[src/rtl/arb_pkg.sv]
// Shared constants and types for the 4-port arbiter slice.
package arb_pkg;

  localparam int unsigned NUM_PORTS = 4;
  localparam int unsigned SEL_W     = 2;

  typedef logic [SEL_W-1:0] sel_t;

endpackage

[src/rtl/mux_4x_nbit.sv]
// 4-to-1 N-bit multiplexer; also used downstream to steer sideband buses by sel.
module mux_4x_nbit
  import arb_pkg::*;
#(
  parameter int unsigned BUS_WIDTH = 8
) (
  input  logic [BUS_WIDTH-1:0] d0,
  input  logic [BUS_WIDTH-1:0] d1,
  input  logic [BUS_WIDTH-1:0] d2,
  input  logic [BUS_WIDTH-1:0] d3,
  input  sel_t                 sel,
  output logic [BUS_WIDTH-1:0] y
);

  always_comb begin
    y = '0;
    unique case (sel)
      2'd0: y = d0;
      2'd1: y = d1;
      2'd2: y = d2;
      2'd3: y = d3;
      default: y = '0;
    endcase
  end

endmodule

[src/rtl/rr_pick_4.sv]
// Combinational 4-way grant picker; round-robin from ptr, or fixed priority
// (port 0 highest) when ARB_FIXED_PRIO_EN is defined.
module rr_pick_4
  import arb_pkg::*;
(
  input  logic [NUM_PORTS-1:0] req,
  input  sel_t                 ptr,
  output logic                 gnt_vld,
  output sel_t                 gnt_idx
);

`ifdef ARB_FIXED_PRIO_EN
  logic unused_ptr;
  assign unused_ptr = ^ptr;

  always_comb begin
    gnt_vld = 1'b0;
    gnt_idx = '0;
    for (int k = NUM_PORTS - 1; k >= 0; k--) begin
      if (req[k]) begin
        gnt_vld = 1'b1;
        gnt_idx = sel_t'(k);
      end
    end
  end
`else
  sel_t idx;

  // Scan from the farthest offset down so the port nearest ptr wins last.
  always_comb begin
    gnt_vld = 1'b0;
    gnt_idx = ptr;
    idx     = '0;
    for (int k = NUM_PORTS - 1; k >= 0; k--) begin
      idx = ptr + sel_t'(k);
      if (req[idx]) begin
        gnt_vld = 1'b1;
        gnt_idx = idx;
      end
    end
  end
`endif

endmodule

[src/rtl/rr_arb_4x_nbit.sv]
// 4-port round-robin arbiter with a one-entry registered output and exported grant index.
// Define ARB_FIXED_PRIO_EN for fixed priority (port 0 highest, no pointer).
module rr_arb_4x_nbit
  import arb_pkg::*;
#(
  parameter int unsigned BUS_WIDTH = 8
) (
  input  logic                 clk,
  input  logic                 rst_n,
  input  logic [3:0]           in_valid,
  input  logic [BUS_WIDTH-1:0] in_data0,
  input  logic [BUS_WIDTH-1:0] in_data1,
  input  logic [BUS_WIDTH-1:0] in_data2,
  input  logic [BUS_WIDTH-1:0] in_data3,
  output logic [3:0]           in_ready,
  output logic                 out_valid,
  input  logic                 out_ready,
  output logic [BUS_WIDTH-1:0] out_data,
  output logic [1:0]           sel
);

  logic                 load;
  logic                 gnt_vld;
  sel_t                 gnt_idx;
  sel_t                 ptr_q;
  logic [BUS_WIDTH-1:0] gnt_data;
  logic                 out_valid_q;
  logic [BUS_WIDTH-1:0] out_data_q;
  sel_t                 sel_q;

  // Slot is free, or its word leaves this cycle.
  assign load = ~out_valid_q | out_ready;

  rr_pick_4 u_pick (
    .req     (in_valid),
    .ptr     (ptr_q),
    .gnt_vld (gnt_vld),
    .gnt_idx (gnt_idx)
  );

  mux_4x_nbit #(
    .BUS_WIDTH (BUS_WIDTH)
  ) u_mux (
    .d0  (in_data0),
    .d1  (in_data1),
    .d2  (in_data2),
    .d3  (in_data3),
    .sel (gnt_idx),
    .y   (gnt_data)
  );

  always_comb begin
    in_ready = '0;
    if (load && gnt_vld) begin
      in_ready[gnt_idx] = 1'b1;
    end
  end

  always_ff @(posedge clk or negedge rst_n) begin
    if (!rst_n) begin
      out_valid_q <= 1'b0;
      out_data_q  <= '0;
      sel_q       <= '0;
    end else if (load) begin
      if (gnt_vld) begin
        out_valid_q <= 1'b1;
        out_data_q  <= gnt_data;
        sel_q       <= gnt_idx;
      end else begin
        out_valid_q <= 1'b0;
      end
    end
  end

`ifdef ARB_FIXED_PRIO_EN
  assign ptr_q = '0;
`else
  always_ff @(posedge clk or negedge rst_n) begin
    if (!rst_n) begin
      ptr_q <= '0;
    end else if (load && gnt_vld) begin
      ptr_q <= gnt_idx + sel_t'(1);
    end
  end
`endif

  assign out_valid = out_valid_q;
  assign out_data  = out_data_q;
  assign sel       = sel_q;

endmodule

[config.mk]
export PLATFORM = sky130hd
export DESIGN_NAME = rr_arb_4x_nbit
export DESIGN_NICKNAME = d
export VERILOG_FILES = /design/src/rtl/arb_pkg.sv /design/src/rtl/mux_4x_nbit.sv /design/src/rtl/rr_pick_4.sv /design/src/rtl/rr_arb_4x_nbit.sv
export SDC_FILE = /design/constraint.sdc
export NUM_CORES = 1
export LEC_CHECK = 0
export ABC_CLOCK_PERIOD_IN_PS = 2200
export CORE_MARGIN = 2
export CORE_UTILIZATION = 35
export DETAILED_ROUTE_END_ITERATION = 6
export GPL_ROUTABILITY_DRIVEN = 0
export PLACE_DENSITY = 0.81
export SLEW_MARGIN = 5
export SYNTH_ARGS = -nofsm -noshare
export SYNTH_HDL_FRONTEND = slang
export SYNTH_SLANG_ARGS = --single-unit
[constraint.sdc]
create_clock -name clk -period 2.2 [get_ports clk]
set_clock_uncertainty 0.1 [all_clocks]
set_input_delay 0.33 -clock clk [delete_from_list [all_inputs] [get_ports clk]]
set_output_delay 0.33 -clock clk [all_outputs]
set_load 0.005 [all_outputs]
After elaboration in Yosys (flattened, before gate mapping)
Cells that the tools add are included.

Register bits: 13. Input bits: 39. Output and inout port bits: 15. Word-level logic and storage cells: 44.

Add/sub/neg operators: 4. $lt $le $gt $ge: 6. Equal/unequal tests: 3. Multiplexer cells: 21. Bitwise operators: 2. Reduce and logical (&&, ||, !) cells: 4.

Operators with widths (count): $pmux 8 s4 (1); $lt 2x3->1 const B (5); $mux 1 (10); $bmux 1 s2 (4); $mux 2 (4); $add 2x1->2 const B (2); $add 2x2->2 const B (2); $eq 2x2->1 const B (2); $mux 4 (1); $demux 1 s2 (1); $eq 2x1->1 const B (1); $ge 2x1->1 const B (1); $logic_and 1x1->1 (2); $logic_not 2->1 (1); $reduce_and 2->1 (1); $not 1->1 (1); $or 1x1->1 (1).

Longest topological paths before layout
Gate-level depths: netlist (run 1).

Depth after elaboration: 12. Gate-level depth with buffers: 11. Mapped depth without buffers: 9.

Cells and area by module
Synthesis (run 1) repeated with hierarchy kept, for this count alone.

Cell total of the unflattened synthesis: 65. Area, all modules: 920.9 µm².

By module, submodules not included: rr_arb_4x_nbit (instances 1, cells each 39, area an instance 624.3 µm², sequential area each 325.3 µm²); mux_4x_nbit (instances 1, cells each 10, area an instance 196.4 µm², sequential area each 0.0 µm²); rr_pick_4 (instances 1, cells each 16, area an instance 100.1 µm², sequential area each 0.0 µm²).

Worst setup path after synthesis (run 1)
Ideal clock, no wire load.

Kind: reg-to-reg. Start: register ptr_q[1]. End: register out_data_q[0], in the netlist out_data[0]. Library setup time: 0.131 ns. Data arrival time: 2.083 ns. Data required time: 1.969 ns. Setup slack: -0.114 ns. Stages on the path, launching flop included: 11. Buffers on the path: 2. Clock period less this slack: 2.314 ns. Cell sequence: dfrtp_1 buf_2 or3b_1 a22oi_1 o22ai_1 ha_1 dlymetal6s2s_1 a221oi_1 nor4_1 a21oi_1 o41ai_2.

Longest elaborated chain between the ends: 9. Elaborated cells on any way between the ends: 25. Classes of those cells: add/sub: 3; eq/ne: 3; mux: 17; reduce/logical: 2.

Ends and longest elaborated chain: start, declared (RTL line rr_arb_4x_nbit.sv:25) `sel_t ptr_q;`; start signal, assigned (RTL line rr_arb_4x_nbit.sv:82) `ptr_q <= gnt_idx + sel_t'(1);`; $add 2x2->2 (RTL line rr_pick_4.sv:35) `idx = ptr + sel_t'(k);`; $bmux 1 s2 (RTL line rr_pick_4.sv:36) `if (req[idx]) begin`; $mux 1 (not written as such) (RTL line rr_pick_4.sv:36); $mux 2 (4 in a row) (RTL line rr_pick_4.sv:36); $eq 2x2->1 (tied with other cells) (RTL line mux_4x_nbit.sv:17) `unique case (sel)`; $pmux 8 s4 (RTL line mux_4x_nbit.sv:17); end signal, assigned (RTL line rr_arb_4x_nbit.sv:67) `out_data_q <= gnt_data;`; end, declared (RTL line rr_arb_4x_nbit.sv:28) `logic [BUS_WIDTH-1:0] out_data_q;`.

Several ways; a longest one is shown, not always the timed one. The select of a mux whose other input is x is not followed. A chain may end at the register's enable or synchronous reset.

Worst setup path in the final report (run 1)
Start: register ptr_q[1]. End: register out_data_q[7], in the netlist out_data[7].

The elaborated chain is that of the path after synthesis.

==> results.md, run 1 <==
* Mapped Area at 1072 sq um
* Arrival @ worst endpoint at 2.44 ns
* Final Hold Viols at 0
* Later-pin clock latency in the skew report at 0.27 ns
* Slew at the pin with the worst max-slew slack at 0.6410 ns
* Layout cell share with drive strength beyond 1 at 48.19%
* Leakage power at 0.8995 nW
* Period utilization at 108.4%
* Die area at 3522 sq um
* Setup TNS at -1.137 ns
* Final Max Slew Viols at 0
* Finished Layout Cells at 226
* PortBufs at 53
* MaxCap Viol Count at 0
* Final WS setup at -0.1845 ns
* Antenna viol nets, final at 0
* Cells after Synth at 108
* Ranking of synthesized cells by area: dfrtp_1 30%, o41ai_2 12%, a221oi_1 6.5%, and2b_2 5.7%, nor4_1 4.7%
* Max FO, Critical Path at 6
* Site row count at 20
* Final #Nets at 236
* Io pins at 54
* Largest area contributor in the netlist: dfrtp_1
* Global route overflow at 0
* Util after Layout at 70.38%
* Slowest-stage cell, CP: dfrtp_1
* Root buffer cell: clkbuf_4
* CTS tree: done
* Placed cells at 216
* H-tree Lvls at 1
* Syn-to-layout area delta at 95.45%
* 1st-iter DRT viols at 36
* Failing checks: negative setup slack
* Die height at 59.35 um
* DRC at 0
* Max Clk Rate at 419.4 MHz
* Crit path max-delay family: compound AO/OA/AOI/OAI gates
* Vias at 1260
* Initial core utilization at 36.01%
* RSZ-0062 raised after global routing: true
* Setup Crit Path Kind: reg -> reg
* Kind of start point of the critical path: flip-flop
* Num CTS Buffers at 3
* Worst min path class: in -> async
* Final critical-path required period at 2.385 ns
* Post-CTS Hold Buffers at 0
* Core Area at 2978 sq um
* Most frequent cell after synthesis: dfrtp_1
* Vias per cell at 5.575
* EDFF count, synth at 0
* Mapped Nets at 150
* Clk sinks at 13
* Clock buffer depth at 2
* Initial antenna violation count at 0
* Largest net degree at the start of global routing at 19
* Post-DP HPWL at 2.775 mm
* DRT Wirelength at 4.142 mm
* Die width at 59.35 um
* Overall Global Routing Usage at 24.08%
* Ys async rst share at 100.0%
* Count of different cell masters after synthesis at 38
* Top FF cell, synth: dfrtp_1
* Post-synthesis sequential area ratio at 30.34%
* Share of the synthesized area in the top cell type at 30.34%
* Worst ir drop on vdd at 0.6999 mV
* Antenna diodes at 0
* Setup violations, final at 10
* Crit end category: flip-flop
* DR WL/cell at 18.33 um
* Number of synthesized register bits at 13
* Power Density at 973.6 nW/um^2
* Critical Path RT at 2.26 ns
* Post-synth top cells: 13 x dfrtp_1, 12 x inv_1, 9 x a21oi_1
* Ys Warns at 0
* Hold WS at 0.3477 ns
* Critical path, cell by cell: or3b_4 -> a22oi_2 -> o22ai_2 -> ha_2 -> buf_6 -> buf_8 -> a221oi_2 -> nor4_2 -> a21oi_1 -> o41ai_2
* Worst slack, placed at -0.5804 ns
* Vias in the first global route at 1374
* Syn Area/Cell at 9.929 sq um
* First-pass GRT wire length at 6.313 mm
* Worst path max stage delay at 0.42 ns
* Worst Path Buf+Inv at 2
* Status: finished, violations left
* Clock-pin transition on the worst setup and hold timing paths at 0.09 ns
* DRT Pass-1 Iters at 4
* Relative slew slack at 57.13%
registers in the layout (all words and copies together), names as in the netlist:
register   flops
ptr_q          2
sel            2
out_valid      1
out_data       8
routing by layer:
metal | part of all wire, % | global-route usage, %
met1 | 37 | 24.76
met3 | 5.5 | 3.930
met4 | 2.3 | 9.740
met5 | 0 | 0
met2 | 55 | 47.10
kinds of logic after synthesis:
logic type	count (synthesis)	synth area share [%]
AO/OA/AOI/OAI	37	35.12
flip-flops	13	30.34
AND/OR/NAND/NOR	32	20.19
adder cells (fa/ha/maj)	3	3.501
multiplexers	1	1.050
buffers and inverters	22	9.802
layout by cell type, fill, tap and decap left out, types with 2 or more instances in the layout:
cell | synthesis | final
a21oi_1 | 9 | 8
dlygate4sd2_1 | 0 | 3
nor4_1 | 8 | 3
inv_2 | 2 | 4
nand2_1 | 2 | 2
and2b_2 | 7 | 7
clkbuf_4 | 0 | 3
buf_4 | 1 | 29
buf_2 | 2 | 2
inv_1 | 12 | 10
dfrtp_1 | 13 | 13
buf_6 | 1 | 7
nor4_2 | 1 | 5
nor2_1 | 4 | 2
a221oi_4 | 0 | 3
a221oi_2 | 0 | 5
nor2b_1 | 3 | 2
o41ai_2 | 8 | 8
clkdlybuf4s15_1 | 0 | 2
ha_4 | 0 | 2
clkdlybuf4s50_1 | 0 | 45
path summary, 6_finish.rpt:
path                             startpoint           to  slack (ns)  depth (start not counted)
worst max-delay path               ptr_q[1]  out_data[7]       -0.18                         10
worst min-delay path                  rst_n     ptr_q[0]        0.35                          1
worst max register to register     ptr_q[1]  out_data[7]       -0.18                         10
worst min register to register  out_data[1]  out_data[1]        0.40                          2
max in group asynchronous             rst_n  out_data[0]        1.24                          1
min in group clk                out_data[1]  out_data[1]        0.40                          2
where the power goes:
group / switching (mW) / internal, mW
registers: 0.0754 / 0.343
logic: 0.643 / 0.827
clock network: 0.0816 / 0.0701
timing repair:
action                                  in CTS  in global routing
pin swaps                                   19                  7
gates resized for setup                     39                 18
endpoints found under the setup margin      12                 12
setup buffers                                6                  0
area by class of cell:
type	count	area [sq um]
well taps	33	41.29
flip-flops and latches	13	325.3
fillers	207	882.1
inverters	14	52.55
clock buffers	4	26.28
multi-input cells	73	832.0
repair buffers	89	818.3
metrics by stage:
| step | area [sq um] | power [mW] |
|---|---|---|
| finish | 2096 | 2.040 |
| floorplan | 1100 | 1.007 |
| detailed placement | 1839 | 1.529 |
| global placement | 1839 | 1.492 |
| global route | 2096 | 2.154 |
| CTS | 2013 | 1.896 |
No activity file was read; power rests on OpenSTA's default activity.
==> inputs of run 2 (changes only) <==
--- a/config.mk
+++ b/config.mk
@@ -7,10 +7,11 @@
 export LEC_CHECK = 0
 export ABC_CLOCK_PERIOD_IN_PS = 2200
 export CORE_MARGIN = 2
-export CORE_UTILIZATION = 35
+export CORE_UTILIZATION = 25
 export DETAILED_ROUTE_END_ITERATION = 6
 export GPL_ROUTABILITY_DRIVEN = 0
-export PLACE_DENSITY = 0.81
+export PLACE_DENSITY = 0.63
+export REMOVE_ABC_BUFFERS = 1
 export SLEW_MARGIN = 5
 export SYNTH_ARGS = -nofsm -noshare
 export SYNTH_HDL_FRONTEND = slang
==> results.md, run 2 (same netlist as run 1, synthesis figures left out) <==
* Clk sinks at 13 (unchanged)
* Vias at 1181 (was 1260)
* 1st-iter DRT viols at 50 (was 36)
* Layout cell share with drive strength beyond 1 at 48.22% (was 48.19%)
* MaxCap Viol Count at 0 (unchanged)
* H-tree Lvls at 1 (unchanged)
* Site row count at 23 (was 20)
* Worst path max stage delay at 0.39 ns (was 0.42 ns)
* Clock-pin transition on the worst setup and hold timing paths at 0.06 ns (was 0.09 ns)
* Max FO, Critical Path at 3 (was 6)
* Period utilization at 104.1% (was 108.4%)
* Antenna viol nets, final at 0 (unchanged)
* Arrival @ worst endpoint at 1.86 ns (was 2.44 ns)
* Reg2reg end: out_data[7] (unchanged)
* PortBufs at 53 (unchanged)
* DR WL/cell at 14.98 um (was 18.33 um)
* Overall Global Routing Usage at 15.72% (was 24.08%)
* Slowest-stage cell, CP: dfrtp_1 (unchanged)
* FF-to-FF path depth at 11 (was 10)
* Most used cell, CP: buf_6
* Setup Crit Path Kind: reg -> out (was reg -> reg)
* Setup TNS at -0.4030 ns (was -1.137 ns)
* Most frequent cells in the layout: 45 x clkdlybuf4s50_1, 34 x buf_4, 13 x dfrtp_1, 9 x inv_1, 9 x a21oi_1 (was 45 x clkdlybuf4s50_1, 29 x buf_4, 13 x dfrtp_1, 10 x inv_1)
* Critical Path RT at 1.77 ns (was 2.26 ns)
* Antenna diodes at 0 (unchanged)
* Final WS setup at -0.09003 ns (was -0.1845 ns)
* Max reg flops at 8 (unchanged)
* Failing checks: negative setup slack (unchanged)
* Root buffer cell: clkbuf_8 (was clkbuf_4)
* Vias per cell at 4.781 (was 5.575)
* Syn-to-layout area delta at 95.45% (unchanged)
* Worst min path class: in -> async (unchanged)
* Total power at 2.010 mW (was 2.040 mW)
* DRT Pass-1 Iters at 4 (unchanged)
* Slew at the pin with the worst max-slew slack at 0.6330 ns (was 0.6410 ns)
* Final #Nets at 240 (was 236)
* Critical R2R Launch: ptr_q[1] (unchanged)
* Largest net degree at the start of global routing at 17 (was 19)
* DRC at 0 (unchanged)
* Crit end category: primary output (was flip-flop)
* Relative slew slack at 57.67% (was 57.13%)
* Io pins at 54 (unchanged)
* Core Area at 4058 sq um (was 2978 sq um)
* Global route overflow at 0 (unchanged)
* Final Max Slew Viols at 0 (unchanged)
* Initial core utilization at 26.43% (was 36.01%)
* Worst ir drop on vdd at 0.3736 mV (was 0.6999 mV)
* Util after Layout at 51.65% (was 70.38%)
* CTS tree: done (unchanged)
* R2R Setup Slk at -0.08 ns (was -0.18 ns)
* Most common cell after layout, fill and taps aside: clkdlybuf4s50_1 (unchanged)
* Status: finished, violations left (unchanged)
* Max Clk Rate at 436.7 MHz (was 419.4 MHz)
* First-pass GRT wire length at 6.161 mm (was 6.313 mm)
* Vias in the first global route at 1304 (was 1374)
* Initial antenna violation count at 0 (unchanged)
* Later-pin clock latency in the skew report at 0.24 ns (was 0.27 ns)
* Power Density at 959.0 nW/um^2 (was 973.6 nW/um^2)
* Critical path, cell by cell: or3b_4 -> a22oi_2 -> o22ai_2 -> buf_6 -> inv_4 -> ha_4 -> and2_4 -> buf_6 (was or3b_4 -> a22oi_2 -> o22ai_2 -> ha_2 -> buf_6 -> buf_8 -> a221oi_2 -> nor4_2 -> a21oi_1 -> o41ai_2)
* Final critical-path required period at 2.290 ns (was 2.385 ns)
* Die width at 69.49 um (was 59.35 um)
* Post-DP HPWL at 2.825 mm (was 2.775 mm)
* Post-CTS Hold Buffers at 0 (unchanged)
* Final Hold Viols at 0 (unchanged)
* Clock buffer depth at 2 (unchanged)
* RSZ-0062 raised after global routing: true (unchanged)
* Num CTS Buffers at 3 (unchanged)
* Setup violations, final at 9 (was 10)
* DRT Wirelength at 3.700 mm (was 4.142 mm)
* Leakage power at 0.9229 nW (was 0.8995 nW)
* Kind of start point of the critical path: flip-flop (unchanged)
* Die height at 69.49 um (was 59.35 um)
* Die area at 4829 sq um (was 3522 sq um)
-- run 2: cell types whose count changed in the layout (fill, tap and decap cells not counted), sizes merged --
cell,delta
buf,+4
clkdlybuf4s15,-2
clkbuf,+2
-- run 2: area by class of cell --
class / count / area, sq um
clock buffers: 4 / 45.04
well taps: 50 / 62.56
repair buffers: 93 / 840.8
inverters: 14 / 57.56
flip-flops and latches: 13 / 325.3
fillers: 364 / 1962
multi-input cells: 73 / 764.5
-- run 2: worst max-delay path, delay by kind of cell, from the launching register on --
kind | cells | cell delay (ns)
AND/OR/NAND/NOR | 2 | 0.52
buffers and inverters | 3 | 0.29
adder cells (fa/ha/maj) | 1 | 0.14
AO/OA/AOI/OAI | 2 | 0.28
flip-flops | 1 | 0.39
-- run 2: worst max-delay path by stage --
| stage | startpoint | to | slack (ns) | cells past startpoint |
|---|---|---|---|---|
| 2_1_floorplan | ptr_q[1] | out_data[0] | -0.01 | 8 |
| 3_3_place_gp | in_valid[1] | in_ready[2] | -0.61 | 8 |
| 3_5_place_dp | in_valid[0] | out_data[0] | -0.70 | 9 |
| 4_1_cts | ptr_q[1] | out_data[2] | -0.07 | 11 |
| 5_1_grt | ptr_q[1] | out_data[7] | -0.19 | 11 |
| 6_report | ptr_q[1] | in_ready[2] | -0.09 | 8 |
-- run 2: what timing repair did --
item | 4_1_cts | 5_1_grt
resized for setup | 43 | 14
pin swaps | 7 | 6
buffers inserted | 5 | 3
endpoints found under the setup margin | 12 | 11
-- run 2: layer usage --
layer | up-vias | wire length (um) | track usage (%)
li1 | 587 | - | -
met1 | 557 | 1496 | 18.63
met2 | 35 | 1994 | 28.95
met3 | 2 | 198 | 3.634
met4 | 0 | 11 | 2.832
met5 | - | 0 | 0
-- run 2: power by group --
part	internal, mW	switching [mW]	total (mW)
combinational	0.806	0.573	1.38
sequential	0.344	0.0707	0.415
clock	0.128	0.0887	0.217
-- run 2: through the flow --
| stage | instance area (sq um) | setup WS, ns | cells | hold slack (ns) |
|---|---|---|---|---|
| finish | 2096 | -0.09003 | 247 | 0.3821 |
| global route | 2096 | -0.1864 | 247 | 0.4184 |
| CTS | 2037 | -0.07154 | 245 | 0.3943 |
| detailed placement | 1861 | -0.6962 | 236 | 0.3821 |
| global placement | 1861 | -0.6098 | 236 | 0.3765 |
| floorplan | 1020 | -0.009785 | 100 | -0.06559 |
==> inputs of run 3 (changes only) <==
--- a/config.mk
+++ b/config.mk
@@ -6,6 +6,7 @@
 export NUM_CORES = 1
 export LEC_CHECK = 0
 export ABC_CLOCK_PERIOD_IN_PS = 2200
+export CAP_MARGIN = 30
 export CORE_MARGIN = 2
 export CORE_UTILIZATION = 25
 export DETAILED_ROUTE_END_ITERATION = 6
==> results of run 3 <==
Same layout as run 2: the final DEF is identical, and so are final timing and power.
